[config.mk]
export PLATFORM = sky130hd
export DESIGN_NAME = stopwatch_timekeeper
export DESIGN_NICKNAME = d
export VERILOG_FILES = /design/src/rtl/stopwatch_pkg.sv /design/src/rtl/bcd_digit_cnt.sv /design/src/rtl/stopwatch_timekeeper.sv
export SDC_FILE = /design/constraint.sdc
export NUM_CORES = 1
export LEC_CHECK = 0
export ABC_CLOCK_PERIOD_IN_PS = 3140
export CAP_MARGIN = 10
export CORE_UTILIZATION = 53
export CTS_CLUSTER_SIZE = 12
export DETAILED_ROUTE_END_ITERATION = 10
export HOLD_SLACK_MARGIN = 0.05
export PLACE_DENSITY = 0.8
export SLEW_MARGIN = 20
export SYNTH_ARGS = -nofsm -noshare
export SYNTH_HDL_FRONTEND = slang
export SYNTH_HIERARCHICAL = 1
export SYNTH_SLANG_ARGS = --single-unit
[constraint.sdc]
create_clock -name clk -period 3.14 [get_ports clk]
set_input_delay 0.628 -clock clk [delete_from_list [all_inputs] [get_ports clk]]
set_output_delay 0.628 -clock clk [all_outputs]
set_load 0.01 [all_outputs]
[src/rtl/stopwatch_pkg.sv]
// Shared types and constants for the stopwatch timekeeper.
// The lap-hold feature is selected with the STOPWATCH_LAP_EN macro (see top).
package stopwatch_pkg;

  typedef enum logic [1:0] {
    IDLE  = 2'd0,
    RUN   = 2'd1,
    PAUSE = 2'd2
  } state_t;

  typedef logic [3:0] bcd_t;

  localparam int DIGIT_MAX = 9;
  localparam int SEXT_MAX  = 5;

  // Whole MM:SS.CC value, most significant digit first so that it reads as
  // a hex literal 24'hMMSSCC.
  typedef struct packed {
    bcd_t m_tens;
    bcd_t m_ones;
    bcd_t s_tens;
    bcd_t s_ones;
    bcd_t cs_tens;
    bcd_t cs_ones;
  } sw_time_t;

endpackage

[src/rtl/bcd_digit_cnt.sv]
// One BCD digit of the stopwatch carry chain: counts 0..MAX on en, wraps to 0
// and raises tc in the same cycle so the next digit can be enabled.
module bcd_digit_cnt
  import stopwatch_pkg::*;
#(
  parameter int MAX = DIGIT_MAX
) (
  input  logic       clk,
  input  logic       reset,
  input  logic       en,
  input  logic       clr,
  output logic [3:0] q,
  output logic       tc
);

  localparam bcd_t MAX_Q = bcd_t'(MAX);

  bcd_t count;
  logic at_max;

  // A digit at or above its maximum is treated as the maximum, so an
  // out-of-range value recovers on the next increment instead of sticking.
  assign at_max = (count >= MAX_Q);

  // Digit register: synchronous clear has priority over counting.
  // NOTE: state registers use non-blocking (<=) so every flop samples the
  // pre-edge values; blocking here would race with the neighbouring digits.
  always_ff @(posedge clk or negedge reset) begin
    if (!reset) begin
      count <= '0;
    end else if (clr) begin
      count <= '0;
    end else if (en) begin
      count <= at_max ? '0 : count + 4'd1;
    end
  end

  assign q  = count;
  assign tc = en && at_max;

endmodule

[src/rtl/stopwatch_timekeeper.sv]
// Stopwatch timekeeper: counts 100 Hz tick enables into BCD MM:SS.CC under a
// run/pause/clear state machine driven by debounced one-cycle button pulses.
// Optional macro STOPWATCH_LAP_EN adds a lap-hold copy of the digit outputs;
// without it the lap input is accepted but has no effect.
module stopwatch_timekeeper
  import stopwatch_pkg::*;
#(
  parameter int MIN_TENS_MAX  = 5,
  parameter bit START_RUNNING = 1'b0
) (
  input  logic       clk,
  input  logic       reset,
  input  logic       tick_100hz,
  input  logic       start_stop,
  input  logic       clear,
  input  logic       lap,
  output logic [3:0] cs_ones,
  output logic [3:0] cs_tens,
  output logic [3:0] s_ones,
  output logic [3:0] s_tens,
  output logic [3:0] m_ones,
  output logic [3:0] m_tens,
  output logic       running,
  output logic       rollover
);

  localparam state_t RESET_STATE = START_RUNNING ? RUN : IDLE;

  state_t   state_q;
  state_t   state_d;
  logic     clr_digits;
  logic     count_en;

  logic [3:0] cs_ones_q, cs_tens_q, s_ones_q, s_tens_q, m_ones_q, m_tens_q;
  logic       tc_cs_ones, tc_cs_tens, tc_s_ones, tc_s_tens, tc_m_ones, wrap;
  sw_time_t   live;
  sw_time_t   shown;
  logic       rollover_q;

  // State register.
  always_ff @(posedge clk or negedge reset) begin
    if (!reset) begin
      state_q <= RESET_STATE;
    end else begin
      state_q <= state_d;
    end
  end

  // Next state and digit clear. In RUN start_stop beats clear; elsewhere
  // clear beats start_stop.
  // NOTE: every output of this block is given a default first so no path
  // leaves a signal unassigned, which would otherwise infer a latch.
  always_comb begin
    state_d    = state_q;
    clr_digits = 1'b0;
    unique case (state_q)
      IDLE: begin
        if (clear) begin
          clr_digits = 1'b1;
        end else if (start_stop) begin
          state_d = RUN;
        end
      end
      RUN: begin
        if (start_stop) begin
          state_d = PAUSE;
        end
      end
      PAUSE: begin
        if (clear) begin
          state_d    = IDLE;
          clr_digits = 1'b1;
        end else if (start_stop) begin
          state_d = RUN;
        end
      end
      default: begin
        state_d = IDLE;
      end
    endcase
  end

  // A tick counts only when it is sampled in RUN, even if RUN is being left.
  assign count_en = tick_100hz && (state_q == RUN);

  bcd_digit_cnt #(.MAX(DIGIT_MAX)) u_cs_ones (
    .clk(clk), .reset(reset), .en(count_en), .clr(clr_digits),
    .q(cs_ones_q), .tc(tc_cs_ones)
  );

  bcd_digit_cnt #(.MAX(DIGIT_MAX)) u_cs_tens (
    .clk(clk), .reset(reset), .en(tc_cs_ones), .clr(clr_digits),
    .q(cs_tens_q), .tc(tc_cs_tens)
  );

  bcd_digit_cnt #(.MAX(DIGIT_MAX)) u_s_ones (
    .clk(clk), .reset(reset), .en(tc_cs_tens), .clr(clr_digits),
    .q(s_ones_q), .tc(tc_s_ones)
  );

  bcd_digit_cnt #(.MAX(SEXT_MAX)) u_s_tens (
    .clk(clk), .reset(reset), .en(tc_s_ones), .clr(clr_digits),
    .q(s_tens_q), .tc(tc_s_tens)
  );

  bcd_digit_cnt #(.MAX(DIGIT_MAX)) u_m_ones (
    .clk(clk), .reset(reset), .en(tc_s_tens), .clr(clr_digits),
    .q(m_ones_q), .tc(tc_m_ones)
  );

  bcd_digit_cnt #(.MAX(MIN_TENS_MAX)) u_m_tens (
    .clk(clk), .reset(reset), .en(tc_m_ones), .clr(clr_digits),
    .q(m_tens_q), .tc(wrap)
  );

  assign live = {m_tens_q, m_ones_q, s_tens_q, s_ones_q, cs_tens_q, cs_ones_q};

  // Rollover pulse lines up with the cycle the digits read 00:00.00.
  always_ff @(posedge clk or negedge reset) begin
    if (!reset) begin
      rollover_q <= 1'b0;
    end else begin
      rollover_q <= wrap;
    end
  end

`ifdef STOPWATCH_LAP_EN
  logic     hold_q;
  sw_time_t held_q;

  // Lap hold: lap in RUN captures the live value (re-capturing while already
  // held); lap in PAUSE or any effective clear releases the hold.
  always_ff @(posedge clk or negedge reset) begin
    if (!reset) begin
      hold_q <= 1'b0;
      held_q <= '0;
    end else if (clr_digits) begin
      hold_q <= 1'b0;
    end else if (lap && (state_q == RUN)) begin
      hold_q <= 1'b1;
      held_q <= live;
    end else if (lap && (state_q == PAUSE)) begin
      hold_q <= 1'b0;
    end
  end

  assign shown = hold_q ? held_q : live;
`else
  logic unused_lap;

  assign unused_lap = lap;
  assign shown      = live;
`endif

  assign cs_ones  = shown.cs_ones;
  assign cs_tens  = shown.cs_tens;
  assign s_ones   = shown.s_ones;
  assign s_tens   = shown.s_tens;
  assign m_ones   = shown.m_ones;
  assign m_tens   = shown.m_tens;
  assign running  = (state_q == RUN);
  assign rollover = rollover_q;

endmodule

==> flow_summary.toml, run 1 <==
[place]
place_inst = 264
hpwl_um = 2857
gp_congestion = 0.7186
io_buffers = 30

[worst_setup_path]
startpoint_type = "register"
crit_path_max_fanout = 10
cp.required_ps = 3330
critPathKind = "reg -> reg"
crit_path_end_kind = "register"
cp.arrival_ps = 2810

[logic_synthesis]
synth_top_family_by_area = "simple AND/OR/NAND/NOR gates"
synth_compound_area_share_pct = 21.27
synth_area_per_cell_um2 = 9.823
synth_edf_count = 0
syn_inst = 188
synth_nets = 212
ys_async_sr_fraction_pct = 100.0
synth_flop_cell = "dfrtp_1"
yosysTopAreaCell = "dfrtp_1"
yosysSeqAreaShare_pct = 36.59
synth.top_cells.by_count = "27 x dfrtp_1, 22 x inv_1, 18 x ha_1, 14 x nor2_1, 12 x a21oi_1"
synth-seq-cells = 27
synth_mux_area_share_pct = 0.6098
yosys_warnings = 6
yosysMostFrequentCell = "dfrtp_1"
synth_fa_ha_area_share_pct = 12.20
yosys.area_share.simple_pct = 22.43
synthXorXnorAreaFrac_pct = 0
netlist_top_cells_area = "dfrtp_1 37%, ha_1 12%, inv_1 4.5%"
synth_cell_types = 34
syn-cell-area_mm2 = 0.001847
synth_top_cell_area_share_pct = 36.59

[detailed_routing]
vias_per_cell = 5.649
wl_per_cell_um = 14.78
dr.first_iter.drc_count = 57
vias = 1514
drtAntennaViolNets = 0
drt-total-wl_um = 3962
firstDrtPassIters = 4
post-route-drc-count = 0

[timing]
setup_viol = 0
finClkSkew_ps = 4.976
period_share_pct = 83.27
slew_violations = 0
tightest_slew_ps = 639.4
fmax_mhz = 382.5
slew_headroom_pct = 57.37
rsz0062_at_grt = "no"
fin_setup_tns_ps = 0
finalCriticalPeriod_ps = 2615
fin_worst_hold_slack_ps = 621.0
finalHoldViolations = 0

[clock_tree]
cts_tree = "yes"
clk_latency_ps = 320
cts.sinks = 27
cts_setup_buffers = 0
cts_root_buf = "clkbuf_4"
cts_made_buffers = 3
cts_max_level = 1
path_clk_slew_ps = 150
ctsResizeCount = 0
cts_buffer_depth = 2
ctsHoldBuffers = 0

[grt]
grt_max_degree = 36
grt_pass1_vias = 1418
overflow = 0
grt_pass1_wl_um = 6230
grt_usage_pct = 22.26
antenna_found_initial = 0

[job]
drv_cap = 0

[floorplan]
die_h_um = 61.03
die_area_mm2 = 0.003725
fp.dieW_um = 61.03
ios = 32
rows = 21
core_mm2 = 0.003337
start_util_pct = 55.34

[power_and_ir_drop]
ir_worst_vdd_mv = 0.2898
p_leak_nw = 0.9592
power_per_cell_area_mw_per_mm2 = 410.0
power_uw = 909.1

[layout]
finalNonFillerCells = 268
syn_to_final_growth_pct = 20.05
fin_nets = 247
drive_gt1_share_pct = 13.51
diodes = 0

[worst_hold_path]
hp-class = "reg -> reg"

[outcome]
outcome = "finished, final reports clean"
## worst max-delay path, stage by stage (launching register included)
cell	delay (ps)
dfrtp_1	470
inv_1	70
ha_1	210
a21oi_2	270
and2_2	290
and2_1	180
and2_1	250
and2_1	170
and2_1	230
inv_1	120
a21oi_1	150
a21oi_1	80
## area by class of cell
class | instances | area [um^2]
Tap cell | 46 | 57.56
Clock buffer | 3 | 22.52
Fill cell | 274 | 1120
Clock inverter | 1 | 5.005
Timing Repair Buffer | 34 | 330.3
Inverter | 22 | 82.58
Multi-Input combinational cell | 135 | 1044
Sequential cell | 27 | 675.6
## routing by layer
metal / GRT usage (%) / up-vias / share of wire (%)
met5: 0 / - / 0
met2: 41.15 / 30 / 54
met4: 8.117 / 0 / 1.2
met1: 26.60 / 746 / 43
li1: - / 732 / -
met3: 2.311 / 6 / 2.0
## report_power, final
part           switching [mW]  internal (mW)
logic                   0.159          0.164
clock network           0.104         0.0477
registers              0.0467          0.388
total                   0.310          0.599
## final timing paths
check	slack, ps	start	endpoint	depth (start not counted)
max in group asynchronous	2210	reset	u_cs_tens/q[1]	2
max reg2reg	530	u_cs_ones/q[0]	u_m_tens/q[2]	11
max	530	u_cs_ones/q[0]	u_m_tens/q[2]	11
min in group asynchronous	660	reset	u_s_ones/q[3]	2
min reg2reg	620	u_s_tens/q[2]	u_s_tens/q[2]	2
min	620	u_s_tens/q[2]	u_s_tens/q[2]	2
## state kept, by name, summed over array words and instances, names as in the netlist
| register | cells |
|---|---|
| u_m_ones/q | 4 |
| u_s_tens/q | 4 |
| u_s_ones/q | 4 |
| rollover | 1 |
| u_cs_tens/q | 4 |
| u_m_tens/q | 4 |
| state_q | 2 |
| u_cs_ones/q | 4 |
## metrics by stage
| stage | util, % | worst slack [ps] | area (um^2) |
|---|---|---|---|
| 2_1_floorplan | - | 529.6 | 1847 |
| 3_3_place_gp | 65.62 | 356.9 | 2190 |
| 3_5_place_dp | 65.62 | 232.5 | 2190 |
| 4_1_cts | 66.44 | 520.8 | 2217 |
| 5_1_grt | 66.44 | 308.3 | 2217 |
| 6_report | 66.44 | 525.4 | 2217 |
## cells by family (layout without fill, tap and decap cells)
group | after synthesis | count (layout)
multiplexers | 1 | 1
AND/OR/NAND/NOR | 67 | 67
AO/OA/AOI/OAI | 49 | 49
flip-flops | 27 | 27
buffers and inverters | 26 | 60
adder cells (fa/ha/maj) | 18 | 18
## cells in the final DEF, fill, tap and decap left out, types with 3 or more instances in the layout
master	n
clkdlybuf4s50_1	30
dfrtp_1	27
o2111ai_1	4
and3_1	4
and2b_2	3
buf_4	4
clkbuf_4	3
nor2_1	14
nor3b_1	4
o22ai_1	4
and2_1	5
a31oi_1	4
o32ai_1	4
a211oi_2	3
nand2_1	8
a21oi_1	12
a21boi_1	4
nand3b_1	4
inv_1	22
ha_1	18
nand2b_1	8
a21oi_2	4
o41ai_2	4
nor2_2	3
and2b_1	4
Power figures use the tool's default switching activity.
==> run 2, diff against run 1 <==
--- a/config.mk
+++ b/config.mk
@@ -5,13 +5,13 @@
 export SDC_FILE = /design/constraint.sdc
 export NUM_CORES = 1
 export LEC_CHECK = 0
-export ABC_CLOCK_PERIOD_IN_PS = 3140
+export ABC_CLOCK_PERIOD_IN_PS = 2150
 export CAP_MARGIN = 10
-export CORE_UTILIZATION = 53
+export CORE_UTILIZATION = 48
 export CTS_CLUSTER_SIZE = 12
 export DETAILED_ROUTE_END_ITERATION = 10
 export HOLD_SLACK_MARGIN = 0.05
-export PLACE_DENSITY = 0.8
+export PLACE_DENSITY = 0.76
 export SLEW_MARGIN = 20
 export SYNTH_ARGS = -nofsm -noshare
 export SYNTH_HDL_FRONTEND = slang
==> constraint.sdc (replaced) <==
create_clock -name clk -period 2.15 [get_ports clk]
set_input_delay 0.43 -clock clk [delete_from_list [all_inputs] [get_ports clk]]
set_output_delay 0.43 -clock clk [all_outputs]
set_load 0.01 [all_outputs]
==> run 2 against run 1 <==
  * Critical path depth rose by 1
  * Via count decreased by 2.3%
  * Worst hold slack lost 95 ps
  * Largest power group unchanged
==> flow_summary.toml, run 2 (synthesis gave the netlist of run 1 again) <==
[job]
drv_cap = 0

[worst_setup_path]
r2r-start = "u_cs_ones/q[1]"
cp_slowest_cell = "dfrtp_1"
path_buf_inv = 1
critPathKind = "reg -> reg"
cp.required_ps = 2310
worstPathCellList = "inv_2 > ha_4 > nor2_2 > a21oi_2 > and2_4 > and2_4 > and2_4 > and2_4 > and2_4 > and4b_1 > a32oi_1 > nor2_1"
worstReg2RegEnd = "u_m_tens/q[3]"
cp.arrival_ps = 2200
r2r_setup_slack_ps = 110
ff2ff_path_depth = 12
crit_family = "simple AND/OR/NAND/NOR gates"
crit_path_end_kind = "register"
path_common_cell = "and2_4"
crit_start = "u_cs_ones/q[1]"
crit_cells = 12
crit_path_max_fanout = 4
slowest_delay_ps = 420
startpoint_type = "register"

[grt]
antenna_found_initial = 0
overflow = 0
grt_max_degree = 29
grt_pass1_vias = 1382
grt_pass1_wl_um = 5975
grt_usage_pct = 18.15

[layout]
drive_gt1_share_pct = 21.03
mostFrequentLayoutCells = "30 x clkdlybuf4s50_1, 26 x dfrtp_1, 21 x inv_1"
diodes = 0
final_common_cell = "clkdlybuf4s50_1"
syn_to_final_growth_pct = 27.24
fin_nets = 258

[floorplan]
rows = 22
die_area_mm2 = 0.004099
ios = 32
fp.dieW_um = 64.03
core_mm2 = 0.003689
die_h_um = 64.03
start_util_pct = 50.07

[place]
gp_congestion = 0.7554
io_buffers = 30
hpwl_um = 2466
dp_slack_ps = -33.93

[detailed_routing]
wl_per_cell_um = 11.96
post-route-drc-count = 0
firstDrtPassIters = 4
vias = 1479
drt-total-wl_um = 3362
dr.first_iter.drc_count = 68
vias_per_cell = 5.263
drtAntennaViolNets = 0

[power_and_ir_drop]
sw_frac_of_total_pct = 31.95
power_per_cell_area_mw_per_mm2 = 606.1
ir_worst_vdd_mv = 0.6376
combPwrFrac_pct = 35.2
power_mw = 1.424
pwr-share-seq_pct = 44.7
p_leak_nw = 1.033
p_int_uw = 969.1
p_switching_uw = 455.1
clockPowerShare_pct = 20.1

[clock_tree]
cts_made_buffers = 3
cts_root_buf = "clkbuf_8"
ctsHoldBuffers = 0
path_clk_slew_ps = 90
cts_tree = "yes"
cts_buffer_depth = 2
clk_latency_ps = 270
cts_max_level = 1
cts.sinks = 27

[worst_hold_path]
hp-class = "in -> async"

[timing]
finClkSkew_ps = 5.296
finalCriticalPeriod_ps = 2037
setup_viol = 0
slew_headroom_pct = 67.65
fmax_mhz = 491.0
rsz0062_at_grt = "no"
finalHoldViolations = 0
tightest_slew_ps = 485.3
period_share_pct = 94.72
slew_violations = 0
worst_slack_ps = 113.5

[outcome]
outcome = "finished, final reports clean"
run 2: changes by cell type in the layout (fill, tap and decap cells not counted), moves of 2 or more:
cell,delta
buf_4,+11
and2_4,+6
clkbuf_4,-3
clkbuf_8,+3
and2_2,-2
and2_1,-4
run 2: worst max path at each step:
stage / endpoint / slack (ps)
global placement: u_m_tens/q[3] / -40
finish: u_m_tens/q[3] / 110
global route: u_m_tens/q[3] / 7
CTS: u_m_tens/q[3] / 120
detailed placement: u_m_tens/q[3] / -30
floorplan: u_m_tens/q[3] / -250
run 2: area by class of cell:
cell class,instances,area [um^2]
clock inverter,1,5.005
timing repair buffer,45,412.9
fill,329,1339
inverter,22,82.58
tap,48,60.06
multi-input combinational,135,1071
clock buffer,3,41.29
sequential,27,676.9
run 2: worst reg2reg max path, cell delays in order (launching register included):
cell and delay (ps):
dfrtp_1 420, inv_2 80, ha_4 160, nor2_2 110
a21oi_2 70, and2_4 130, and2_4 130, and2_4 130
and2_4 130, and2_4 140, and4b_1 180, a32oi_1 200
nor2_1 50
run 2: metal layers:
metal	global-route usage [%]	part of all wire (%)	vias to the layer above
met3	3.750	3.1	2
met5	0	0	-
met4	2.557	0.62	0
li1	-	-	752
met1	23.02	49	702
met2	32.18	48	23
run 2: through the flow:
stage	util [%]	instance area, um^2	TNS [ps]	hold WS, ps	instances
6_report	63.70	2350	0	526.2	281
3_5_place_dp	62.25	2296	-57.32	581.0	276
3_3_place_gp	62.25	2296	-55.06	568.0	276
4_1_cts	63.50	2342	0	545.9	280
2_1_floorplan	-	1876	-946.2	134.4	188
5_1_grt	63.70	2350	0	587.3	281
run 2: power groups by stage:
stage | clock network, mW | registers [mW] | logic [mW]
2_1_floorplan | 0 | 0.662 | 0.273
3_3_place_gp | 0 | 0.648 | 0.486
3_5_place_dp | 0 | 0.648 | 0.497
4_1_cts | 0.298 | 0.640 | 0.498
5_1_grt | 0.321 | 0.650 | 0.554
6_report | 0.287 | 0.637 | 0.501
run 2: repair_timing:
action,CTS,global route
setup endpoints to repair,0,5
buffers inserted,0,1
gates resized for setup,0,0
